--- src/rtl/phase_accum_pkg.sv ---
// Shared types and width helpers for the phase popcount/accumulate block.
package phase_accum_pkg;

  typedef enum logic {
    ST_IDLE = 1'b0,
    ST_RUN  = 1'b1
  } state_e;

  localparam int PHASE_WIDTH_DEF = 11;
  localparam int ACC_WIDTH_DEF   = 16;

  // Bits needed to hold a count of 0..phase_width set bits.
  function automatic int sum_width_for(input int phase_width);
    return $clog2(phase_width + 1);
  endfunction

endpackage

--- src/rtl/phase_accum_popcount.sv ---
// Combinational count of set bits in a phase vector.
module phase_popcount #(
  parameter int PHASE_WIDTH = 11,
  parameter int SUM_WIDTH   = 4
) (
  input  logic [PHASE_WIDTH-1:0] phase_i,
  output logic [SUM_WIDTH-1:0]   count_o
);

  always_comb begin
    count_o = '0;
    for (int i = 0; i < PHASE_WIDTH; i++) begin
      count_o = count_o + SUM_WIDTH'(phase_i[i]);
    end
  end

endmodule

--- src/rtl/phase_accum.sv ---
// Two-stage popcount and per-frame saturating accumulator for SAR ADC phase words.
//
//   state   | meaning
//   --------+-------------------------------------------------------------
//   ST_IDLE | disabled, or enabled and waiting for the first sample of a frame
//   ST_RUN  | frame in progress, at least one sample accumulated
module phase_accum
  import phase_accum_pkg::*;
#(
  parameter int PHASE_WIDTH = PHASE_WIDTH_DEF,
  parameter int SUM_WIDTH   = sum_width_for(PHASE_WIDTH),
  parameter int ACC_WIDTH   = ACC_WIDTH_DEF,
  parameter int CNT_WIDTH   = 8
) (
  input  logic                   clk_i,
  input  logic                   rst_ni,
  input  logic                   en_i,
  input  logic                   clear_i,
  input  logic [PHASE_WIDTH-1:0] phase_i,
  input  logic                   phase_valid_i,
  input  logic [CNT_WIDTH-1:0]   num_samples_i,
  output logic [SUM_WIDTH-1:0]   sum_o,
  output logic                   sum_valid_o,
  output logic [ACC_WIDTH-1:0]   acc_o,
  output logic                   acc_valid_o,
  output logic                   overflow_o,
  output logic                   busy_o
);

  state_e                 state_q, state_d;
  logic [SUM_WIDTH-1:0]   sum_q, sum_d;
  logic                   sum_valid_q, sum_valid_d;
  logic [ACC_WIDTH-1:0]   acc_q, acc_d;
  logic [ACC_WIDTH-1:0]   acc_out_q, acc_out_d;
  logic                   acc_valid_q, acc_valid_d;
  logic                   ovf_q, ovf_d;
  logic [CNT_WIDTH-1:0]   cnt_q, cnt_d;
  logic [CNT_WIDTH-1:0]   len_q, len_d;

  logic [SUM_WIDTH-1:0]   pop;
  logic [ACC_WIDTH:0]     acc_sum;
  logic [ACC_WIDTH-1:0]   acc_sat;
  logic [CNT_WIDTH-1:0]   frame_len;
  logic [CNT_WIDTH-1:0]   cnt_next;
  logic                   frame_done;

  phase_popcount #(
    .PHASE_WIDTH(PHASE_WIDTH),
    .SUM_WIDTH  (SUM_WIDTH)
  ) u_popcount (
    .phase_i(phase_i),
    .count_o(pop)
  );

  // The frame length is sampled only when a frame opens; mid-frame edits wait.
  assign frame_len  = (state_q == ST_IDLE)
                      ? ((num_samples_i == '0) ? CNT_WIDTH'(1) : num_samples_i)
                      : len_q;
  assign cnt_next   = cnt_q + CNT_WIDTH'(1);
  assign frame_done = (cnt_next == frame_len);
  assign acc_sum    = {1'b0, acc_q} + (ACC_WIDTH + 1)'(sum_q);
  assign acc_sat    = acc_sum[ACC_WIDTH] ? '1 : acc_sum[ACC_WIDTH-1:0];

  always_comb begin
    state_d     = state_q;
    sum_d       = sum_q;
    sum_valid_d = 1'b0;
    acc_d       = acc_q;
    acc_out_d   = acc_out_q;
    acc_valid_d = 1'b0;
    ovf_d       = ovf_q;
    cnt_d       = cnt_q;
    len_d       = len_q;

    if (clear_i) begin
      acc_d   = '0;
      cnt_d   = '0;
      ovf_d   = 1'b0;
      state_d = ST_IDLE;
    end else if (!en_i) begin
      acc_d   = '0;
      cnt_d   = '0;
      state_d = ST_IDLE;
    end else begin
      if (phase_valid_i) begin
        sum_d       = pop;
        sum_valid_d = 1'b1;
      end
      if (sum_valid_q) begin
        if (acc_sum[ACC_WIDTH]) begin
          ovf_d = 1'b1;
        end
        if (frame_done) begin
          acc_out_d   = acc_sat;
          acc_valid_d = 1'b1;
          acc_d       = '0;
          cnt_d       = '0;
          state_d     = ST_IDLE;
        end else begin
          acc_d   = acc_sat;
          cnt_d   = cnt_next;
          len_d   = frame_len;
          state_d = ST_RUN;
        end
      end
    end
  end

  always_ff @(posedge clk_i or negedge rst_ni) begin
    if (!rst_ni) begin
      state_q     <= ST_IDLE;
      sum_q       <= '0;
      sum_valid_q <= 1'b0;
      acc_q       <= '0;
      acc_out_q   <= '0;
      acc_valid_q <= 1'b0;
      ovf_q       <= 1'b0;
      cnt_q       <= '0;
      len_q       <= '0;
    end else begin
      state_q     <= state_d;
      sum_q       <= sum_d;
      sum_valid_q <= sum_valid_d;
      acc_q       <= acc_d;
      acc_out_q   <= acc_out_d;
      acc_valid_q <= acc_valid_d;
      ovf_q       <= ovf_d;
      cnt_q       <= cnt_d;
      len_q       <= len_d;
    end
  end

  assign sum_o       = sum_q;
  assign sum_valid_o = sum_valid_q;
  assign acc_o       = acc_out_q;
  assign acc_valid_o = acc_valid_q;
  assign overflow_o  = ovf_q;
  assign busy_o      = (state_q == ST_RUN);

endmodule
--- config.mk ---
export PLATFORM = sky130hd
export DESIGN_NAME = phase_accum
export DESIGN_NICKNAME = d
export VERILOG_FILES = /design/src/rtl/phase_accum_pkg.sv /design/src/rtl/phase_accum_popcount.sv /design/src/rtl/phase_accum.sv
export SDC_FILE = /design/constraint.sdc
export NUM_CORES = 1
export LEC_CHECK = 0
export ABC_AREA = 1
export BUFFER_PORTS_ARGS = -buffer_cell sky130_fd_sc_hd__buf_4
export CORE_ASPECT_RATIO = 1.4
export CORE_UTILIZATION = 52
export DETAILED_ROUTE_END_ITERATION = 12
export GPL_ROUTABILITY_DRIVEN = 0
export PLACE_DENSITY = 0.76
export SETUP_SLACK_MARGIN = 0.02
export SLEW_MARGIN = 20
export SYNTH_ARGS = -nofsm -noshare
export SYNTH_HDL_FRONTEND = slang
export SYNTH_SLANG_ARGS = --single-unit
--- constraint.sdc ---
create_clock -name clk_i -period 1.9 [get_ports clk_i]
set_clock_uncertainty 0.15 [all_clocks]
set_input_delay 0.19 -clock clk_i [delete_from_list [all_inputs] [get_ports clk_i]]
set_output_delay 0.19 -clock clk_i [all_outputs]
set_load 0.05 [all_outputs]
**Word-level counts from Yosys, hierarchy flattened**

Index checks and enable logic that the tools add are counted.

- Bits in registers: 56
- Logic and storage cells: 59
- Output and inout bits: 24
- Input port bits: 24

- Reductions and logical operators: 8
- Bitwise operators: 2
- Equal/unequal tests: 2
- Add/subtract/negate cells: 12
- Multiplexer cells: 26

Operators with widths:

| operator | number |
|---|---|
| $mux W16 | 5 |
| $mux W8 | 6 |
| $add A4 B1 Y4 | 9 |
| $add A16 B4 Y17 | 1 |
| $mux W1 | 15 |
| $add A8 B1 Y8 const B | 1 |
| $eq A8 B8 Y1 | 1 |
| $logic_not A8 Y1 | 1 |
| $reduce_and A4 Y1 | 2 |
| $reduce_and A3 Y1 | 2 |
| $reduce_bool A2 Y1 | 3 |
| $ne A3 B1 Y1 const B | 1 |
| $add A1 B1 Y2 | 1 |
| $not A1 Y1 | 2 |

**Depth between registers and ports, before layout**

Gate-level depths: netlist (run 1).

- Word-level depth: 10
- Depth in mapped cells: 15
- Depth with buffers taken out: 13

**Hierarchy**

Synthesis (run 1) repeated with hierarchy kept, for this count alone.

- Cell total of the unflattened synthesis: 416
- Area, all modules: 3289.4 µm²

Modules (own cells, without submodules):

| module | area each (µm²) | cells an instance | instances |
|---|---|---|---|
| phase_accum | 3055.4 | 388 | 1 |
| phase_popcount | 234.0 | 28 | 1 |

**Worst setup path before layout (run 1)**

Ideal clock, no wire load.

- Path kind: in2reg
- Start point: input port phase_i[0]
- End point: register sum_q[2], in the netlist sum_o[2]
- Cell stages on the path: 11
- Path slack: -1065 ps
- Library setup time: 84 ps
- Arrival time: 2731 ps
- Cell sequence: ha_1 > inv_1 > fa_1 > fa_1 > fa_1 > inv_1 > ha_1 > inv_1 > fa_1 > xor2_1 > o21ai_0

- Longest elaborated chain between the ends: 10

Ends and longest elaborated chain:

| item | RTL line | RTL |
|---|---|---|
| from (decl) | phase_accum.sv:19 | `input logic [PHASE_WIDTH-1:0] phase_i,` |
| $add A1 B1 Y2 | phase_accum_popcount.sv:13 | `count_o = count_o + SUM_WIDTH'(phase_i[i]);` |
| $add A4 B1 Y4 (9 in a row) | phase_accum_popcount.sv:13 |  |
| to (signal assigned) | phase_accum.sv:122 | `sum_q <= sum_d;` |
| to (decl) | phase_accum.sv:31 | `logic [SUM_WIDTH-1:0] sum_q, sum_d;` |

No other way between the ends.
A chain may end at the register's enable or synchronous reset.

**Final worst setup path (run 1)**

- Start point: input port phase_i[1]
- End point: register sum_q[1], in the netlist sum_o[1]

Same word-level chain as after synthesis.

==> flow_metrics.py, run 1 <==
metrics = {
    "synthesis": {
        "yosysTopAreaCellShare_pct": 41.4,
        "synthFlopType": "dfrtp_1",
        "yosysSeqAreaShare_pct": 41.4,
        "syn-cell-area_sq_um": 3390,
        "synth_edf_count": 0,
        "synth.area.top_cells": "dfrtp_1 (41%), nand2_1 (15%), nand3_1 (6.5%)",
        "synth_common_cells": "nand2_1 (138), dfrtp_1 (56), inv_1 (51)",
        "syn_area_per_cell_sq_um": 7.90,
        "synthMostInstantiatedCell": "nand2_1",
        "synthAdderAreaFrac_pct": 7.83,
        "synth-simple-area-share_pct": 30.6,
        "yosys.area.top_type": "dfrtp_1",
        "synthMuxAreaShare_pct": 0,
        "synth_nets": 470,
        "synth.distinct_cells": 30,
        "ys_ff_latch": 56,
        "async_flop_share_pct": 100,
        "synth_top_family_by_area": "simple AND/OR/NAND/NOR gates",
        "synth_cells": 429,
        "synth-compound-area-share_pct": 8.53,
        "synthXorXnorAreaFrac_pct": 2.84,
        "yosysWarnings": 0,
    },
    "timing": {
        "rsz0062_at_grt": "yes",
        "period_share_pct": 147,
        "hold_viol": 0,
        "finalMaxSlewViolations": 0,
        "whs_ns": 0.0310,
        "worst_pin_slew_ns": 0.718,
        "period_minus_slack_ns": 2.79,
        "max_clock_freq_ghz": 0.359,
        "relSlewSlack_pct": 52.1,
        "setup_viol": 55,
        "finalWorstSetupSlack_ns": -0.889,
    },
    "layout": {
        "regArea_sq_um": 1410,
        "multi_input_area_sq_um": 2450,
        "drive_above_1_share_pct": 50.1,
        "antennaDiodeCount": 0,
        "fin_area_sq_um": 5260,
        "num-fill-cells": 333,
        "syn2layout_area_growth_pct": 55.1,
        "num-nets-final": 581,
    },
    "die": {
        "die_w_um": 70.2,
        "die_area_sq_um": 6850,
        "ios": 48,
        "die_h_um": 97.5,
        "core_region_area_sq_um": 6250,
        "num_rows": 34,
        "start_util_pct": 54.2,
    },
    "routing": {
        "routedWlPerCell_um": 18.1,
        "dr_total_vias": 3474,
        "routed_via_density": 5.67,
        "drc": 0,
        "drt_wl_total_um": 11100,
        "ant_nets": 0,
        "dr.pass1.iters": 5,
        "drt_iter0_markers": 290,
    },
    "placement": {
        "dp_hpwl_um": 5670,
        "port_buffers": 47,
        "dpl_cell_area_sq_um": 4180,
    },
    "global_route": {
        "grt_pass1_vias": 3415,
        "antenna_found_initial": 0,
        "track_usage_pct": 28.7,
        "grt_max_degree": 57,
        "grt-ovfl-total": 0,
        "grt_pass1_wl_um": 15500,
    },
    "clock_tree": {
        "cts_tree": "built",
        "cts_root_buf": "clkbuf_8",
        "cts.sinks": 56,
        "insertion_delay_ns": 0.33,
        "cts_htree_levels": 2,
        "cts.path.max_buffers": 2,
        "cts_buffers": 5,
        "clk_pin_slew_ns": 0.11,
    },
    "pwr": {
        "leakagePower_nw": 2.59,
        "finalPower_w": 0.00345,
        "ir_worst_vdd_mv": 0.696,
        "power.density_nw_per_um2": 656,
    },
    "critical_path": {
        "end_kind": "flip-flop",
        "reg2reg_from": "sum_o[2]",
        "cp.buffers_inverters": 4,
        "critPathMaxStageDelay_ns": 0.53,
        "crit_required_ns": 2.00,
        "slowest_stage": "fa_1",
        "cpLargestDelayFamily": "adder cells",
        "crit_arrival_ns": 2.88,
        "start_kind": "primary input",
        "cp_cell_sequence": "buf_6 > ha_4 > inv_2 > fa_1 > fa_1 > fa_1 > inv_2 > ha_4 > inv_2 > fa_2 > o21ai_2",
        "crit_start": "phase_i[1]",
        "path_max_fanout": 2,
        "critPathKind": "in2reg",
    },
    "run_status": {
        "outcome": "complete, but fails checks",
        "violations": "setup timing",
    },
    "hold_path": {
        "min_from": "en_i",
        "hold_class": "in2reg",
    },
    "run": {
        "drv_cap": 0,
    },
}
## what timing repair did
| action | 4_1_cts | 5_1_grt |
|---|---|---|
| buffers inserted | 12 | 7 |
| cloned | 3 | 1 |
| endpoints found under the setup margin | 55 | 55 |
| hold endpoints to repair | 57 | 0 |
| hold buffers | 2 | 0 |
| resized for setup | 98 | 87 |
| pin swaps | 46 | 36 |
## layer usage
layer / up-vias / track usage, % / share of wire (%)
li1: 1595 / - / -
met1: 1696 / 32.7 / 37
met2: 151 / 50.1 / 55
met3: 32 / 5.29 / 4.6
met4: 0 / 15.4 / 3.2
met5: - / 0 / 0
## sequential cells by signal, summed over array words and instances (netlist names)
signal / flops
acc_q: 16
busy_o: 1
sum_valid_o: 1
cnt_q: 8
acc_o: 16
len_q: 8
acc_valid_o: 1
sum_o: 4
overflow_o: 1
## worst reg2reg max path: stages (launching register included)
cell	delay [ns]
dfrtp_1	0.40
ha_1	0.35
buf_4	0.16
a21oi_1	0.17
nand2_1	0.14
buf_4	0.17
a21oi_2	0.15
nor2_1	0.07
nand2_1	0.13
nand3_4	0.11
nand3_2	0.09
o21ai_1	0.07
## layout by cell type (no fill, tap or decap), types with 3 or more instances in the layout
cell type / n
nand2_1: 99
buf_4: 91
inv_1: 48
dfrtp_1: 47
o21ai_2: 29
nand2_2: 27
nand3_1: 23
nand3_2: 15
nand2_4: 15
buf_6: 13
nor2_4: 12
nor2_1: 10
nand4_1: 9
nand3_4: 9
dfrtp_2: 9
o21ai_1: 5
nand2_8: 5
fa_1: 5
ha_1: 5
ha_4: 5
clkbuf_8: 5
inv_2: 4
xor2_1: 4
a21oi_2: 4
o21ai_4: 4
nor2_2: 3
a21oi_1: 3
nor3_1: 3
buf_8: 3
buf_12: 3
## logic make-up after synthesis
logic type | Yosys count
fa+ha+maj | 17
simple gates | 230
xor+xnor | 11
compound gates | 50
buf+inv | 65
flops | 56
## per-stage QoR
stage | TNS, ns | cells | utilization, % | setup WS [ns]
6_report | -12.60 | 613 | 84.0 | -0.889
3_3_place_gp | -10.59 | 584 | 66.9 | -1.17
5_1_grt | -15.90 | 613 | 84.0 | -0.930
3_5_place_dp | -12.73 | 584 | 66.9 | -1.24
2_1_floorplan | -11.12 | 429 | - | -0.989
4_1_cts | -8.80 | 607 | 77.2 | -0.816
## power breakdown
group	internal, W	switching (W)
Sequential	0.00129	0.0000912
Clock	0.000398	0.000446
Combinational	0.000537	0.000688
Total	0.00222	0.00122
## cell type report
type	instances	area share, %
Clock inverter	3	0.881
Sequential cell	56	26.9
Inverter	53	3.88
Multi-Input combinational cell	311	46.7
Tap cell	72	1.71
Timing Repair Buffer	113	18.6
Clock buffer	5	1.31
## final timing paths
check	endpoint	slack, ns	cells after the start
worst max register to register	acc_q[5]	-0.39	11
max in group asynchronous	busy_o	0.79	2
worst min-delay path	overflow_o	0.03	3
worst max-delay path	sum_o[1]	-0.89	11
min in group asynchronous	cnt_q[7]	0.28	2
worst min register to register	len_q[6]	0.35	2
No activity file was read; power rests on OpenSTA's default activity.
==> run 2: changes to the inputs <==
- CORE_UTILIZATION: 52 -> 45
- PLACE_DENSITY: 0.76 -> 0.68
==> run 2 against run 1 <==
Register-to-register slack gained 0.15 ns. The run still ends with setup timing left. Highest routed layer unchanged. Critical path depth is the same. Combinational power shrank 5%. Sequential share of layout area shrank 0.83 points. Sequential power is essentially flat. Critical path type unchanged. Total power shrank 6.0%. Non-clock buffer count grew 10. Worst hold slack gained 0.019 ns.
==> flow_metrics.py, run 2 (synthesis gave the netlist of run 1 again) <==
metrics = {
    "critical_path": {
        "path_max_fanout": 2,
        "end_kind": "flip-flop",
        "start_kind": "primary input",
        "critPathKind": "in2reg",
        "crit_arrival_ns": 2.75,
        "crit_required_ns": 1.96,
    },
    "routing": {
        "ant_nets": 0,
        "drt_iter0_markers": 202,
        "routedWlPerCell_um": 15.6,
        "dr_total_vias": 3400,
        "drt_wl_total_um": 10200,
        "dr.pass1.iters": 4,
        "routed_via_density": 5.24,
        "drc": 0,
    },
    "timing": {
        "relSlewSlack_pct": 49.8,
        "max_clock_freq_ghz": 0.372,
        "worst_pin_slew_ns": 0.753,
        "rsz0062_at_grt": "yes",
        "hold_viol": 0,
        "finalMaxSlewViolations": 0,
        "period_share_pct": 141,
        "whs_ns": 0.0495,
        "setup_viol": 53,
        "period_minus_slack_ns": 2.68,
        "finalWorstSetupSlack_ns": -0.785,
    },
    "run_status": {
        "violations": "setup timing",
        "outcome": "complete, but fails checks",
    },
    "die": {
        "die_area_sq_um": 7890,
        "start_util_pct": 46.3,
        "num_rows": 37,
        "core_region_area_sq_um": 7310,
        "die_h_um": 105,
        "die_w_um": 75.3,
        "ios": 48,
    },
    "layout": {
        "num-nets-final": 592,
        "fin_area_sq_um": 5420,
        "layout_common_cells": "nand2_1 (94), buf_4 (94), inv_1 (48), dfrtp_1 (48), nand2_2 (36)",
        "drive_above_1_share_pct": 51.6,
        "syn2layout_area_growth_pct": 59.9,
        "final_core_util_pct": 74.1,
        "antennaDiodeCount": 0,
    },
    "clock_tree": {
        "insertion_delay_ns": 0.32,
        "cts_buffers": 5,
        "clk_pin_slew_ns": 0.10,
        "cts.sinks": 56,
        "cts.path.max_buffers": 2,
        "cts_htree_levels": 2,
        "cts_tree": "built",
        "cts_root_buf": "clkbuf_8",
    },
    "run": {
        "drv_cap": 0,
    },
    "global_route": {
        "track_usage_pct": 25.4,
        "antenna_found_initial": 0,
        "grt_max_degree": 57,
        "grt_pass1_wl_um": 15400,
        "grt-ovfl-total": 0,
        "grt_pass1_vias": 3391,
    },
    "pwr": {
        "finalPower_w": 0.00324,
        "ir_worst_vdd_mv": 0.749,
        "power.density_nw_per_um2": 598,
        "leakagePower_nw": 2.62,
    },
    "placement": {
        "post-place-ws_ns": -1.21,
        "dp_hpwl_um": 5620,
        "dpl_cell_area_sq_um": 4200,
        "port_buffers": 47,
    },
    "hold_path": {
        "hold_class": "in2reg",
    },
}
==> run 2: cell count changes in the layout (fill, tap and decap cells not counted), sizes merged <==
cell | previous run | this run
clkbuf | 6 | 8
dlygate4sd3 | 2 | 1
bufinv | 1 | 0
clkinv | 0 | 1
buf | 110 | 120
==> run 2: stage by stage <==
stage | cells | setup TNS [ns]
3_3_place_gp | 605 | -11.29
3_5_place_dp | 605 | -12.29
6_report | 649 | -11.37
5_1_grt | 649 | -16.25
4_1_cts | 643 | -8.57
2_1_floorplan | 429 | -11.12
==> run 2: final timing paths <==
path	startpoint	slack (ns)	cells after the start	end
max	phase_i[1]	-0.78	11	sum_o[1]
min	phase_i[3]	0.05	4	sum_o[0]
max reg2reg	sum_o[3]	-0.24	9	overflow_o
min reg2reg	len_q[3]	0.34	2	len_q[3]
max in group asynchronous	rst_ni	0.74	2	sum_o[1]
min in group asynchronous	rst_ni	0.32	2	acc_o[15]
==> run 2: worst max-delay path: stages <==
cell	delay (ns)
buf_6	0.09
ha_4	0.25
inv_2	0.03
fa_1	0.45
fa_1	0.51
fa_1	0.42
inv_2	0.07
ha_4	0.12
inv_2	0.03
fa_2	0.52
o21ai_2	0.05
==> run 2: layout make-up <==
| cell class | instances | area, sq um |
|---|---|---|
| Multi-Input combinational cell | 311 | 2440 |
| Fill cell | 499 | 1900 |
| Sequential cell | 56 | 1410 |
| Timing Repair Buffer | 123 | 1140 |
| Inverter | 53 | 206 |
| Tap cell | 97 | 121 |
| Clock buffer | 6 | 72.6 |
| Clock inverter | 2 | 16.3 |
| Timing Repair inverter | 1 | 8.76 |
==> run 2: timing repair <==
item / CTS / global route
pin swaps: 55 / 35
gates cloned: 5 / 3
endpoints found under the hold margin: 56 / 0
gates resized for setup: 102 / 88
setup endpoints to repair: 54 / 55
setup buffers: 25 / 5
hold buffers: 1 / 0
==> run 2: metal layers <==
metal / vias up / part of all wire [%] / track usage, %
met1: 1644 / 39 / 30.1
li1: 1619 / - / -
met4: 0 / 3.3 / 10.3
met3: 32 / 3.7 / 4.44
met2: 105 / 54 / 44.0
met5: - / 0 / 0
==> run 2: report_power, final <==
part / leakage [nW] / switching (W) / internal, W / total (W)
logic: 1.83 / 0.000638 / 0.000521 / 0.00116
registers: 0.754 / 0.0000940 / 0.00129 / 0.00138
clock network: 0.0414 / 0.000434 / 0.000264 / 0.000699
total: 2.62 / 0.00117 / 0.00207 / 0.00324
